--- src/rtl/float_to_int.sv ---
// IEEE-754 single-precision to 32-bit signed integer converter.
// Truncates toward zero, saturates on overflow, and shifts at most SHIFT_STEP bits per cycle.
module float_to_int #(
    parameter int SHIFT_STEP = 4
) (
    input  logic        clk,
    input  logic        reset_n,
    input  logic [31:0] in_float,
    input  logic        in_valid,
    output logic        in_ready,
    output logic [31:0] out_int,
    output logic        out_valid,
    input  logic        out_ready,
    output logic        out_overflow,
    output logic        out_invalid,
    output logic        out_inexact
);

    typedef enum logic [1:0] {IDLE, SHIFT, NEG, HOLD} state_t;

    state_t      state_reg, state_next;
    logic [31:0] mag_reg, mag_next;
    logic [4:0]  rem_reg, rem_next;
    logic        dir_left_reg, dir_left_next;
    logic        sticky_reg, sticky_next;
    logic        sign_reg, sign_next;
    logic [31:0] out_int_reg, out_int_next;
    logic        ovf_reg, ovf_next;
    logic        inv_reg, inv_next;
    logic        inx_reg, inx_next;
    logic        out_valid_reg, out_valid_next;

    logic        in_sign;
    logic [7:0]  in_exp;
    logic [22:0] in_frac;
    logic [31:0] sat_val;
    logic [7:0]  exp_diff;
    logic [4:0]  step_n;
    logic [31:0] lost_mask;

    assign in_sign  = in_float[31];
    assign in_exp   = in_float[30:23];
    assign in_frac  = in_float[22:0];
    assign sat_val  = in_sign ? 32'h8000_0000 : 32'h7FFF_FFFF;
    assign exp_diff = (in_exp > 8'd150) ? (in_exp - 8'd150) : (8'd150 - in_exp);
    assign step_n   = (int'(rem_reg) < SHIFT_STEP) ? rem_reg : 5'(SHIFT_STEP);

    // Bits that fall off the bottom during a right shift of step_n positions
    generate
        for (genvar gi = 0; gi < 32; gi++) begin : g_lost
            assign lost_mask[gi] = (5'(gi) < step_n);
        end
    endgenerate

    always_comb begin
        state_next     = state_reg;
        mag_next       = mag_reg;
        rem_next       = rem_reg;
        dir_left_next  = dir_left_reg;
        sticky_next    = sticky_reg;
        sign_next      = sign_reg;
        out_int_next   = out_int_reg;
        ovf_next       = ovf_reg;
        inv_next       = inv_reg;
        inx_next       = inx_reg;
        out_valid_next = out_valid_reg;
        case (state_reg)
            IDLE: begin
                if (in_valid) begin
                    sign_next   = in_sign;
                    sticky_next = 1'b0;
                    if (in_exp == 8'd255 || in_exp < 8'd127 || in_exp >= 8'd158) begin
                        state_next     = HOLD;
                        out_valid_next = 1'b1;
                        ovf_next       = 1'b0;
                        inv_next       = 1'b0;
                        inx_next       = 1'b0;
                        if (in_exp == 8'd255 && in_frac != 23'd0) begin
                            out_int_next = 32'd0;
                            inv_next     = 1'b1;
                        end else if (in_exp < 8'd127) begin
                            out_int_next = 32'd0;
                            inx_next     = (in_exp != 8'd0) || (in_frac != 23'd0);
                        end else if (in_sign && in_exp == 8'd158 && in_frac == 23'd0) begin
                            // -2^31 is exactly representable
                            out_int_next = 32'h8000_0000;
                        end else begin
                            out_int_next = sat_val;
                            ovf_next     = 1'b1;
                        end
                    end else begin
                        mag_next      = {8'b0, 1'b1, in_frac};
                        dir_left_next = (in_exp > 8'd150);
                        rem_next      = exp_diff[4:0];
                        state_next    = (exp_diff == 8'd0) ? NEG : SHIFT;
                    end
                end
            end
            SHIFT: begin
                if (dir_left_reg) begin
                    mag_next = mag_reg << step_n;
                end else begin
                    mag_next = mag_reg >> step_n;
                    if ((mag_reg & lost_mask) != 32'd0) sticky_next = 1'b1;
                end
                rem_next = rem_reg - step_n;
                if (rem_reg == step_n) state_next = NEG;
            end
            NEG: begin
                out_int_next   = sign_reg ? (~mag_reg + 32'd1) : mag_reg;
                ovf_next       = 1'b0;
                inv_next       = 1'b0;
                inx_next       = sticky_reg;
                out_valid_next = 1'b1;
                state_next     = HOLD;
            end
            HOLD: begin
                if (out_ready) begin
                    out_valid_next = 1'b0;
                    state_next     = IDLE;
                end
            end
            default: state_next = IDLE;
        endcase
    end

    always_ff @(posedge clk or negedge reset_n) begin
        if (!reset_n) begin
            state_reg     <= IDLE;
            mag_reg       <= 32'd0;
            rem_reg       <= 5'd0;
            dir_left_reg  <= 1'b0;
            sticky_reg    <= 1'b0;
            sign_reg      <= 1'b0;
            out_int_reg   <= 32'd0;
            ovf_reg       <= 1'b0;
            inv_reg       <= 1'b0;
            inx_reg       <= 1'b0;
            out_valid_reg <= 1'b0;
        end else begin
            state_reg     <= state_next;
            mag_reg       <= mag_next;
            rem_reg       <= rem_next;
            dir_left_reg  <= dir_left_next;
            sticky_reg    <= sticky_next;
            sign_reg      <= sign_next;
            out_int_reg   <= out_int_next;
            ovf_reg       <= ovf_next;
            inv_reg       <= inv_next;
            inx_reg       <= inx_next;
            out_valid_reg <= out_valid_next;
        end
    end

    assign in_ready     = (state_reg == IDLE);
    assign out_int      = out_int_reg;
    assign out_valid    = out_valid_reg;
    assign out_overflow = ovf_reg;
    assign out_invalid  = inv_reg;
    assign out_inexact  = inx_reg;

endmodule

--- config.mk ---
export PLATFORM = sky130hd
export DESIGN_NAME = float_to_int
export DESIGN_NICKNAME = d
export VERILOG_FILES = /design/src/rtl/float_to_int.sv
export SDC_FILE = /design/constraint.sdc
export NUM_CORES = 1
export LEC_CHECK = 0
export ABC_CLOCK_PERIOD_IN_PS = 2400
export CAP_MARGIN = 20
export CORE_MARGIN = 1.5
export CORE_UTILIZATION = 53
export CTS_BUF_LIST = sky130_fd_sc_hd__clkbuf_16
export CTS_CLUSTER_DIAMETER = 120
export DETAILED_ROUTE_END_ITERATION = 16
export PLACE_DENSITY = 0.78
export SYNTH_ARGS = -nofsm -noshare
export SYNTH_HDL_FRONTEND = slang
export SYNTH_SLANG_ARGS = --single-unit
export TNS_END_PERCENT = 1
--- constraint.sdc ---
create_clock -name clk -period 2.4 [get_ports clk]
set_input_delay 0.48 -clock clk [delete_from_list [all_inputs] [get_ports clk]]
set_output_delay 0.48 -clock clk [all_outputs]
set_load 0.005 [all_outputs]
==> results of run 1 <==
-- placed cells by master (no fill, tap or decap), types with 5 or more instances in the layout --
cell type,netlist,final
a211oi_1,8,8
a21o_1,5,5
a21oi_1,90,88
a221oi_1,8,8
a22oi_1,8,8
a31oi_1,29,29
and2_1,5,5
and3_1,6,6
buf_12,0,8
buf_4,1,139
clkbuf_16,0,9
clkdlybuf4s50_1,0,71
dfrtp_1,78,78
ha_1,12,10
inv_1,24,25
mux2i_1,24,24
mux4_2,5,5
nand2_1,150,150
nand2b_1,5,5
nand3_1,31,31
nand4_1,9,9
nor2_1,106,104
nor3_1,17,16
nor4_1,9,9
o211ai_1,11,11
o21a_1,10,10
o21ai_0,52,50
o221ai_1,7,7
o22a_1,6,5
o22ai_1,12,10
o31ai_1,12,12
o41ai_1,7,5
or3_1,5,5
xnor2_1,26,26
-- path summary, 6_finish.rpt --
kind / startpoint / to / slack [ns] / depth (start not counted)
worst max-delay path: in_float[29] / mag_reg[25] / 0.02 / 8
worst min-delay path: reset_n / out_int[18] / 0.10 / 1
worst max register to register: mag_reg[4] / out_int[11] / 0.02 / 6
worst min register to register: out_valid / out_valid / 0.49 / 2
max in group asynchronous: reset_n / dir_left_reg / 1.70 / 2
min in group clk: out_valid / out_valid / 0.49 / 2
-- worst max-delay path, stage by stage --
cell             delay, ns
clkdlybuf4s50_1       0.55
or3b_2                0.54
o32a_1                0.24
o22ai_2               0.17
buf_12                0.18
buf_12                0.16
o21ai_0               0.12
o221ai_1              0.18
-- kinds of logic (layout without fill, tap and decap cells) --
logic type                 count (synthesis)  in the layout  share of synthesized area
and+or+nand+nor                          369            369                      0.238
AOI/OAI and AO/OA                        313            313                      0.293
buffers and inverters                    130            259                     0.0792
DFF                                       78             78                      0.276
muxes                                     32             32                     0.0546
xor gates and xnor gates                  30             30                     0.0371
adders and majority gates                 12             12                     0.0212
other                                      1              1                   0.000530
-- through the flow --
step,area [um2],setup WS (ns)
global route,9130,-0.0754
finish,9130,0.0194
detailed placement,8770,-0.442
global placement,8770,-0.434
floorplan,7080,0.0201
CTS,9070,0.0213
-- final cells by class --
type / instances / area, um2 / area share
Multi-Input combinational cell: 757 / 4640 / 0.509
Sequential cell: 78 / 1950 / 0.214
Timing Repair Buffer: 219 / 1930 / 0.211
Clock buffer: 9 / 225 / 0.0247
Tap cell: 176 / 220 / 0.0241
Inverter: 24 / 90.1 / 0.00987
Clock inverter: 7 / 73.8 / 0.00809
-- repair_timing --
item                                    4_1_cts  5_1_grt
endpoints found under the setup margin        1       42
cloned                                        0        0
endpoints found under the hold margin         0        0
gates resized for setup                       4       15
pin swaps                                     0        4
-- metal layers --
layer	routed length, um	share of wire	vias to the layer above
met4	1050	0.043	0
met2	10500	0.43	565
met5	0	0	-
met1	10000	0.41	3745
li1	-	-	3739
met3	2880	0.12	122
-- power by group through the flow --
stage	clock network (W)	registers (W)	logic, W
finish	0.00138	0.00252	0.00817
global route	0.00146	0.00260	0.00883
CTS	0.00140	0.00251	0.00793
detailed placement	0	0.00252	0.00788
global placement	0	0.00249	0.00777
floorplan	0	0.00233	0.00514
==> results by group, run 1 <==
Status
  • Result of the run: complete, no violations

Power and ir drop
  • Pwr per Cell Area: 1320 mW/mm2
  • Net Sw Frac: 0.472
  • Internal Power: 0.00637 W
  • Static leakage power: 3.72 nW
  • Power after layout: 0.0121 W
  • Part of the total power dissipated in the clock network: 0.115
  • Net switching power: 0.00570 W
  • Relative contribution of sequential cells to total power: 0.209
  • Comb power frac: 0.677
  • Peak supply drop: 804 uV

STA
  • Number of setup violations in the final report: 0
  • Transition at the pin with the smallest max-transition slack: 0.651 ns
  • Max Clock Skew: 0.00748 ns
  • Rel. slew slack: 0.563
  • Max Clk Rate: 0.420 GHz
  • Final worst-path cycle share: 0.992
  • Setup total negative slack: 0 ns
  • Time the worst path needs with I/O delays and setup: 2.38 ns
  • Count of final max-slew check failures: 0
  • RSZ-0062 raised after global routing: yes
  • Final number of hold-violating endpoints: 0
  • Worst hold-check slack: 0.104 ns

Finish
  • Layout net count: 1137
  • Ratio of cells with drive above 1 in the final layout: 0.189
  • Final core utilization: 0.695
  • Number of non-filler instances in the completed layout: 1270
  • Diode insertion count for antenna repair: 0
  • Synth-to-layout area growth: 29.0%
  • Layout filler cell count: 1103

Clock tree
  • TritonCTS clock tree: yes
  • Clock buffers created by TritonCTS: 9
  • Depth of the CTS H-tree: 3
  • Library cell used as clock root buffer: clkbuf_16
  • Clk pin slew, worst setup/hold paths: 0.06 ns
  • Hold-fix buffer count after cts: 0
  • Num Clock Sinks: 78
  • Clk buf depth: 2
  • Setup Fix Bufs, Post-CTS: 0
  • Clock latency of the later-clocked register in the worst-skew pair: 0.35 ns

Floorplan
  • Placeable Area: 0.0131 mm2
  • Die span in y: 119 um
  • Initial standard-cell utilization of the core: 0.539
  • Floorplan die width: 119 um
  • Row count: 42
  • Die area: 0.0141 mm2
  • Boundary Pins: 73

Hold path
  • Worst min path class: in -> async

Critical path
  • Endpoint kind of the worst setup timing path: register
  • Data arrival time of the critical path: 2.64 ns
  • Type of the setup path with the least slack: in -> reg
  • Worst Setup Start Kind: primary input
  • Required time of the critical path: 2.66 ns
  • Worst Path Max Fanout: 23

Drt
  • Sum of routed wire length over all layers: 24400 um
  • Wire length per cell: 19.2 um
  • Count of routing violations after the opening detailed-route iteration: 1013
  • Number of routed nets with antenna violations: 0
  • DRC violations left: 0
  • Number of iterations in the first detailed-routing pass: 6
  • Number of vias per cell: 6.43
  • Routed via count: 8171

Synth
  • Seq cells post-synth: 78
  • Number of instances in the synthesized netlist: 965
  • Sequential area share after synthesis: 0.276
  • Synth async-reset ratio: 1.00
  • Count of warnings emitted by yosys: 0
  • Mapped Area: 0.00708 mm2
  • Post-Syn Nets: 1013
  • Top cell types by occurrence after synthesis: nand2_1, nor2_1, a21oi_1
  • Biggest area consumer among synthesized cells: dfrtp_1
  • Most numerous cell in the Yosys netlist: nand2_1
  • Top post-synthesis cells by area: dfrtp_1, nand2_1, a21oi_1
  • Count of different cell masters after synthesis: 78
  • Most used flip-flop cell after synthesis: dfrtp_1
  • Area fraction of the dominant cell type after synthesis: 0.276
  • Mean area per synthesized cell: 7.33 um2
  • Count of flip-flops with a built-in enable after synthesis: 0

Placed design
  • Placed Cells: 1254
  • HPWL after DPL: 17900 um
  • Count of buffers from port buffering: 72
  • Routability congestion estimate: 1.01

Global routing
  • Fraction of met2 tracks used by global routing: 0.535
  • Antenna violations before repair: 0
  • GR Util met3: 0.0806
  • Number of global-route vias before repair: 7539
  • M1 GR Usage: 0.488
  • Overflow left after global routing: 0
  • Global-route wire length before repair: 39600 um
  • Pin count of the biggest net entering global routing: 43
  • Gr usage total: 0.353
  • Busiest grt layer: met2

Run
  • Max_cap viols: 0
No activity file was read; power rests on OpenSTA's default activity.
==> run 2, diff against run 1 <==
- CORE_UTILIZATION: 53 -> 55
- DONT_BUFFER_PORTS: not set -> 1
- GPL_TIMING_DRIVEN: not set -> 0
- PLACE_DENSITY: 0.78 -> 0.73
==> run 2 against run 1 <==
  * The run now ends with hold timing, setup timing left
  * Non-clock buffer count down 105
  * Clock power is 20% higher
  * Cell count decreased by 8.6%
  * First-iteration DRC count increased by 62%
  * Utilization fell by 5.3 points
  * Critical path type is now reg -> reg
  * Largest cell class unchanged
==> results by group, run 2 (synthesis results as in run 1) <==
Clock tree
  • Depth of the CTS H-tree: 3
  • Num Clock Sinks: 78
  • Clock buffers created by TritonCTS: 9
  • Clk pin slew, worst setup/hold paths: 0.07 ns
  • Clk buf depth: 2
  • Library cell used as clock root buffer: clkbuf_16
  • TritonCTS clock tree: yes
  • Clock latency of the later-clocked register in the worst-skew pair: 0.35 ns

Drt
  • Number of vias per cell: 7.22
  • Sum of routed wire length over all layers: 31600 um
  • Wire length per cell: 27.2 um
  • Count of routing violations after the opening detailed-route iteration: 1636
  • Routed via count: 8386
  • DRC violations left: 0
  • Number of routed nets with antenna violations: 0
  • Number of iterations in the first detailed-routing pass: 8

Finish
  • Layout filler cell count: 1152
  • Diode insertion count for antenna repair: 0
  • Commonest cells after routing, fill and taps aside: nand2_1, nor2_1, a21oi_1
  • Post-route design area: 0.00807 mm2
  • Commonest non-fill, non-tap cell in the layout: nand2_1
  • Ratio of cells with drive above 1 in the final layout: 0.157
  • Sequential cell area: 0.00195 mm2
  • Final core utilization: 0.642
  • Synth-to-layout area growth: 14.0%
  • Number of non-filler instances in the completed layout: 1161
  • Multi-input logic area: 0.00477 mm2
  • Layout net count: 1032

Placed design
  • HPWL after DPL: 21800 um
  • Routability congestion estimate: 1.05
  • Placed Cells: 1137
  • Placed cell area: 0.00729 mm2
  • Count of buffers from port buffering: 0

Global routing
  • Number of global-route vias before repair: 7609
  • Gr usage total: 0.464
  • Antenna violations before repair: 0
  • Overflow left after global routing: 0
  • Global-route wire length before repair: 45800 um
  • Pin count of the biggest net entering global routing: 79

Power and ir drop
  • Peak supply drop: 707 uV
  • Static leakage power: 3.15 nW
  • Pwr per Cell Area: 1530 mW/mm2

STA
  • Rel. slew slack: 0.423
  • Final worst-path cycle share: 1.02
  • Max Clk Rate: 0.409 GHz
  • RSZ-0062 raised after global routing: yes
  • Final number of hold-violating endpoints: 1
  • Count of final max-slew check failures: 0
  • Time the worst path needs with I/O delays and setup: 2.44 ns
  • Max Clock Skew: 0.0116 ns
  • Number of setup violations in the final report: 6
  • Final worst slack: -0.0426 ns
  • Transition at the pin with the smallest max-transition slack: 0.863 ns
  • Worst hold-check slack: -0.00289 ns

Critical path
  • Worst Path Max Fanout: 10
  • Cell with the largest stage delay on the worst path: dfrtp_1
  • Crit path buffers/inverters: 2
  • Worst setup path endpoint: rem_reg[4]
  • Cells traversed along the worst timing path: clkbuf_4, clkbuf_2, nand2_2, ha_4, o21a_1, o21ai_0, o21ai_0, a221o_1
  • Depth of the worst register-to-register path: 8
  • Worst setup startpoint: rem_reg[1]
  • Category of cells accounting for the largest share of critical-path delay: compound AO/OA/AOI/OAI gates
  • Reg2Reg Launch Point: rem_reg[1]
  • Type of the setup path with the least slack: reg -> reg
  • R2r setup slk: -0.04 ns
  • Worst Setup Start Kind: register
  • Required time of the critical path: 2.64 ns
  • Worst path depth: 8
  • Cell type with the highest occurrence count on the critical path: o21ai_0
  • Endpoint kind of the worst setup timing path: register
  • Reg-to-Reg End: rem_reg[4]
  • Worst path max stage delay: 0.51 ns
  • Data arrival time of the critical path: 2.68 ns

Status
  • Result of the run: finished, violations left
  • Violations in the final reports: hold timing, setup timing

Floorplan
  • Boundary Pins: 73
  • Initial standard-cell utilization of the core: 0.563
  • Die span in y: 116 um
  • Row count: 41
  • Floorplan die width: 116 um
  • Die area: 0.0136 mm2
  • Placeable Area: 0.0126 mm2

Run
  • Max_cap viols: 0

Hold path
  • Worst min path class: in -> async
-- run 2: changes by cell type in the layout (fill, tap and decap cells not counted), sizes merged --
cell           previous run  this run
bufinv                    1         3
clkinvlp                  3         0
clkbuf                    9        69
clkinv                    1         2
clkdlybuf4s50            71         0
buf                     148        54
-- run 2: worst min-delay path by stage --
stage / from / endpoint / depth (start not counted)
6_report: reset_n / mag_reg[14] / 1
5_1_grt: reset_n / mag_reg[14] / 1
4_1_cts: reset_n / mag_reg[21] / 1
3_5_place_dp: reset_n / out_int[17] / 0
3_3_place_gp: reset_n / out_int[17] / 0
2_1_floorplan: reset_n / dir_left_reg / 0
-- run 2: layout make-up --
| cell class | count | area share |
|---|---|---|
| multi-input combinational | 757 | 0.591 |
| buffer | 102 | 0.0727 |
| clock buffer | 9 | 0.0279 |
| clock inverter | 7 | 0.0149 |
| tap | 172 | 0.0267 |
| timing repair buffer | 12 | 0.0136 |
| inverter | 24 | 0.0112 |
| sequential | 78 | 0.242 |
-- run 2: per-stage QoR --
stage	TNS (ns)	power, W	worst slack (ns)
floorplan	0	0.00747	0.0201
global placement	-27.80	0.00960	-0.637
detailed placement	-26.50	0.00965	-0.652
CTS	-0.0314	0.0115	-0.0314
global route	-0.228	0.0129	-0.0596
finish	-0.109	0.0123	-0.0426
-- run 2: power by group --
| part | total, W | internal [W] | switching, W |
|---|---|---|---|
| registers | 0.00258 | 0.00198 | 0.000605 |
| clock network | 0.00165 | 0.00103 | 0.000629 |
| logic | 0.00808 | 0.00277 | 0.00531 |
-- run 2: metal layers --
layer,up-vias,GRT usage,part of all wire
met4,2,0.275,0.067
met5,-,0,0.0011
met2,790,0.676,0.42
li1,3535,-,-
met1,3868,0.589,0.36
met3,191,0.169,0.15
-- run 2: worst reg2reg max path: cells and delay by family (launching register included) --
kind                       cells  cell delay (ns)
AOI/OAI and AO/OA              4             0.90
buffers and inverters          2             0.64
DFF                            1             0.51
adders and majority gates      1             0.18
and+or+nand+nor                1             0.11
-- run 2: repair_timing --
action                                 CTS  global route
buffers inserted                         1            10
resized for setup                       43            73
gates cloned                             0             0
setup endpoints to repair               62            62
pin swaps                                1             8
hold buffers                             1             0
endpoints found under the hold margin   78             0
==> run 3, diff against run 2 <==
- ABC_CLOCK_PERIOD_IN_PS: 2400 -> 3140
- CORE_MARGIN: 1.5 -> 2
- PLACE_DENSITY: 0.73 -> 0.7
- clock period: 2.4 -> 3.14 ns (I/O delays scaled with it)
==> run 3 against run 2 <==
  * First-iteration DRC count is 11% lower
  * Cell count decreased by 0.69%
  * Combinational power fell by 28%
  * Largest cell class unchanged
  * Highest routed layer unchanged
  * Clock power decreased by 38%
  * The run now ends clean
  * Setup slack improved by 0.097 ns
  * Count of clock-buffer cells in the layout unchanged
==> results by group, run 3 (synthesis results as in run 1) <==
Finish
  • Commonest non-fill, non-tap cell in the layout: nand2_1
  • Multi-input logic area: 0.00457 mm2
  • Number of non-filler instances in the completed layout: 1153
  • Layout filler cell count: 1158
  • Synth-to-layout area growth: 7.36%
  • Commonest cells after routing, fill and taps aside: nand2_1, nor2_1, a21oi_1
  • Ratio of cells with drive above 1 in the final layout: 0.0866
  • Diode insertion count for antenna repair: 0
  • Sequential cell area: 0.00195 mm2
  • Layout net count: 1024

Run
  • Max_cap viols: 0

STA
  • Worst hold-check slack: 0.110 ns
  • Max Clock Skew: 0.0164 ns
  • Final number of hold-violating endpoints: 0
  • RSZ-0062 raised after global routing: no
  • Max Clk Rate: 0.324 GHz
  • Rel. slew slack: 0.435
  • Count of final max-slew check failures: 0
  • Transition at the pin with the smallest max-transition slack: 0.847 ns
  • Setup total negative slack: 0 ns
  • Number of setup violations in the final report: 0
  • Time the worst path needs with I/O delays and setup: 3.09 ns
  • Final worst-path cycle share: 0.983

Global routing
  • Pin count of the biggest net entering global routing: 79
  • Number of global-route vias before repair: 7637
  • Global-route wire length before repair: 45700 um
  • Antenna violations before repair: 0
  • Overflow left after global routing: 0
  • Gr usage total: 0.433

Floorplan
  • Die area: 0.0138 mm2
  • Row count: 41
  • Die span in y: 117 um
  • Placeable Area: 0.0126 mm2
  • Boundary Pins: 73
  • Floorplan die width: 117 um
  • Initial standard-cell utilization of the core: 0.563

Drt
  • Routed via count: 8154
  • Wire length per cell: 26.0 um
  • Sum of routed wire length over all layers: 30000 um
  • DRC violations left: 0
  • Count of routing violations after the opening detailed-route iteration: 1463
  • Number of routed nets with antenna violations: 0
  • Number of iterations in the first detailed-routing pass: 7
  • Number of vias per cell: 7.07

Placed design
  • HPWL after DPL: 21300 um
  • Count of buffers from port buffering: 0
  • Routability congestion estimate: 1.06
  • Placed Cells: 1137

Clock tree
  • Num Clock Sinks: 78
  • Depth of the CTS H-tree: 3
  • Clk pin slew, worst setup/hold paths: 0.07 ns
  • Clock buffers created by TritonCTS: 9
  • Setup Fix Bufs, Post-CTS: 0
  • Clk buf depth: 2
  • TritonCTS clock tree: yes
  • Library cell used as clock root buffer: clkbuf_16
  • Clock latency of the later-clocked register in the worst-skew pair: 0.36 ns

Status
  • Result of the run: complete, no violations

Critical path
  • R2r setup slk: 0.05 ns
  • Worst Path Max Fanout: 10
  • Depth of the worst register-to-register path: 9
  • Endpoint kind of the worst setup timing path: register
  • Required time of the critical path: 3.37 ns
  • Data arrival time of the critical path: 3.32 ns
  • Type of the setup path with the least slack: reg -> reg
  • Reg-to-Reg End: mag_reg[4]
  • Worst Setup Start Kind: register
  • Reg2Reg Launch Point: state_reg[1]

Power and ir drop
  • Pwr per Cell Area: 1140 mW/mm2
  • Peak supply drop: 565 uV
  • Static leakage power: 2.95 nW
  • Power after layout: 0.00870 W

Hold path
  • Worst min path class: in -> async
==> run 3: what timing repair did <==
action | 4_1_cts | 5_1_grt
endpoints found under the hold margin | 78 | 0
hold buffers | 1 | 0
resized for setup | 1 | 2
setup endpoints to repair | 2 | 3
pin swaps | 0 | 0
==> run 3: worst max path at each step <==
stage                      start          to  slack, ns  cells past startpoint
floorplan             rem_reg[2]  rem_reg[2]       0.60                     11
global placement      rem_reg[2]  rem_reg[2]      -0.18                     11
detailed placement    rem_reg[2]  rem_reg[2]      -0.16                     11
CTS                   rem_reg[2]  rem_reg[2]       0.11                     11
global route        state_reg[1]  mag_reg[4]       0.08                      9
finish              state_reg[1]  mag_reg[4]       0.05                      9
==> run 3: report_power, final <==
part | internal (W) | switching, W
clock | 0.000539 | 0.000483
combinational | 0.00188 | 0.00392
sequential | 0.00151 | 0.000356
total | 0.00393 | 0.00476
==> run 3: area by class of cell <==
class                           count  area share
Clock buffer                        9      0.0296
Sequential cell                    78       0.257
Clock inverter                      7     0.00675
Inverter                           24      0.0119
Tap cell                          172      0.0283
Multi-Input combinational cell    757       0.601
Timing Repair Buffer                1     0.00362
Buffer                            105      0.0618
==> run 3: metrics by stage <==
step / cell area [um2] / worst slack [ns] / utilization
6_report: 7600 / 0.0541 / 0.604
5_1_grt: 7600 / 0.0835 / 0.604
4_1_cts: 7600 / 0.114 / 0.604
3_5_place_dp: 7290 / -0.156 / 0.580
3_3_place_gp: 7290 / -0.176 / 0.580
2_1_floorplan: 7080 / 0.599 / -
==> run 3: critical path: stages (launching register included) <==
cell,delay (ns)
dfrtp_1,0.41
inv_1,0.09
ha_1,0.21
clkbuf_1,0.50
nand2_1,0.48
nor2_1,0.57
nand2_1,0.18
o221ai_1,0.12
nor2_1,0.08
a41oi_1,0.32
==> run 3: layer usage <==
metal / global-route usage / vias to the layer above / routed length, um
li1: - / 3517 / -
met1: 0.569 / 3707 / 11000
met2: 0.633 / 742 / 12400
met3: 0.140 / 186 / 4600
met4: 0.232 / 2 / 1920
met5: 0 / - / 37
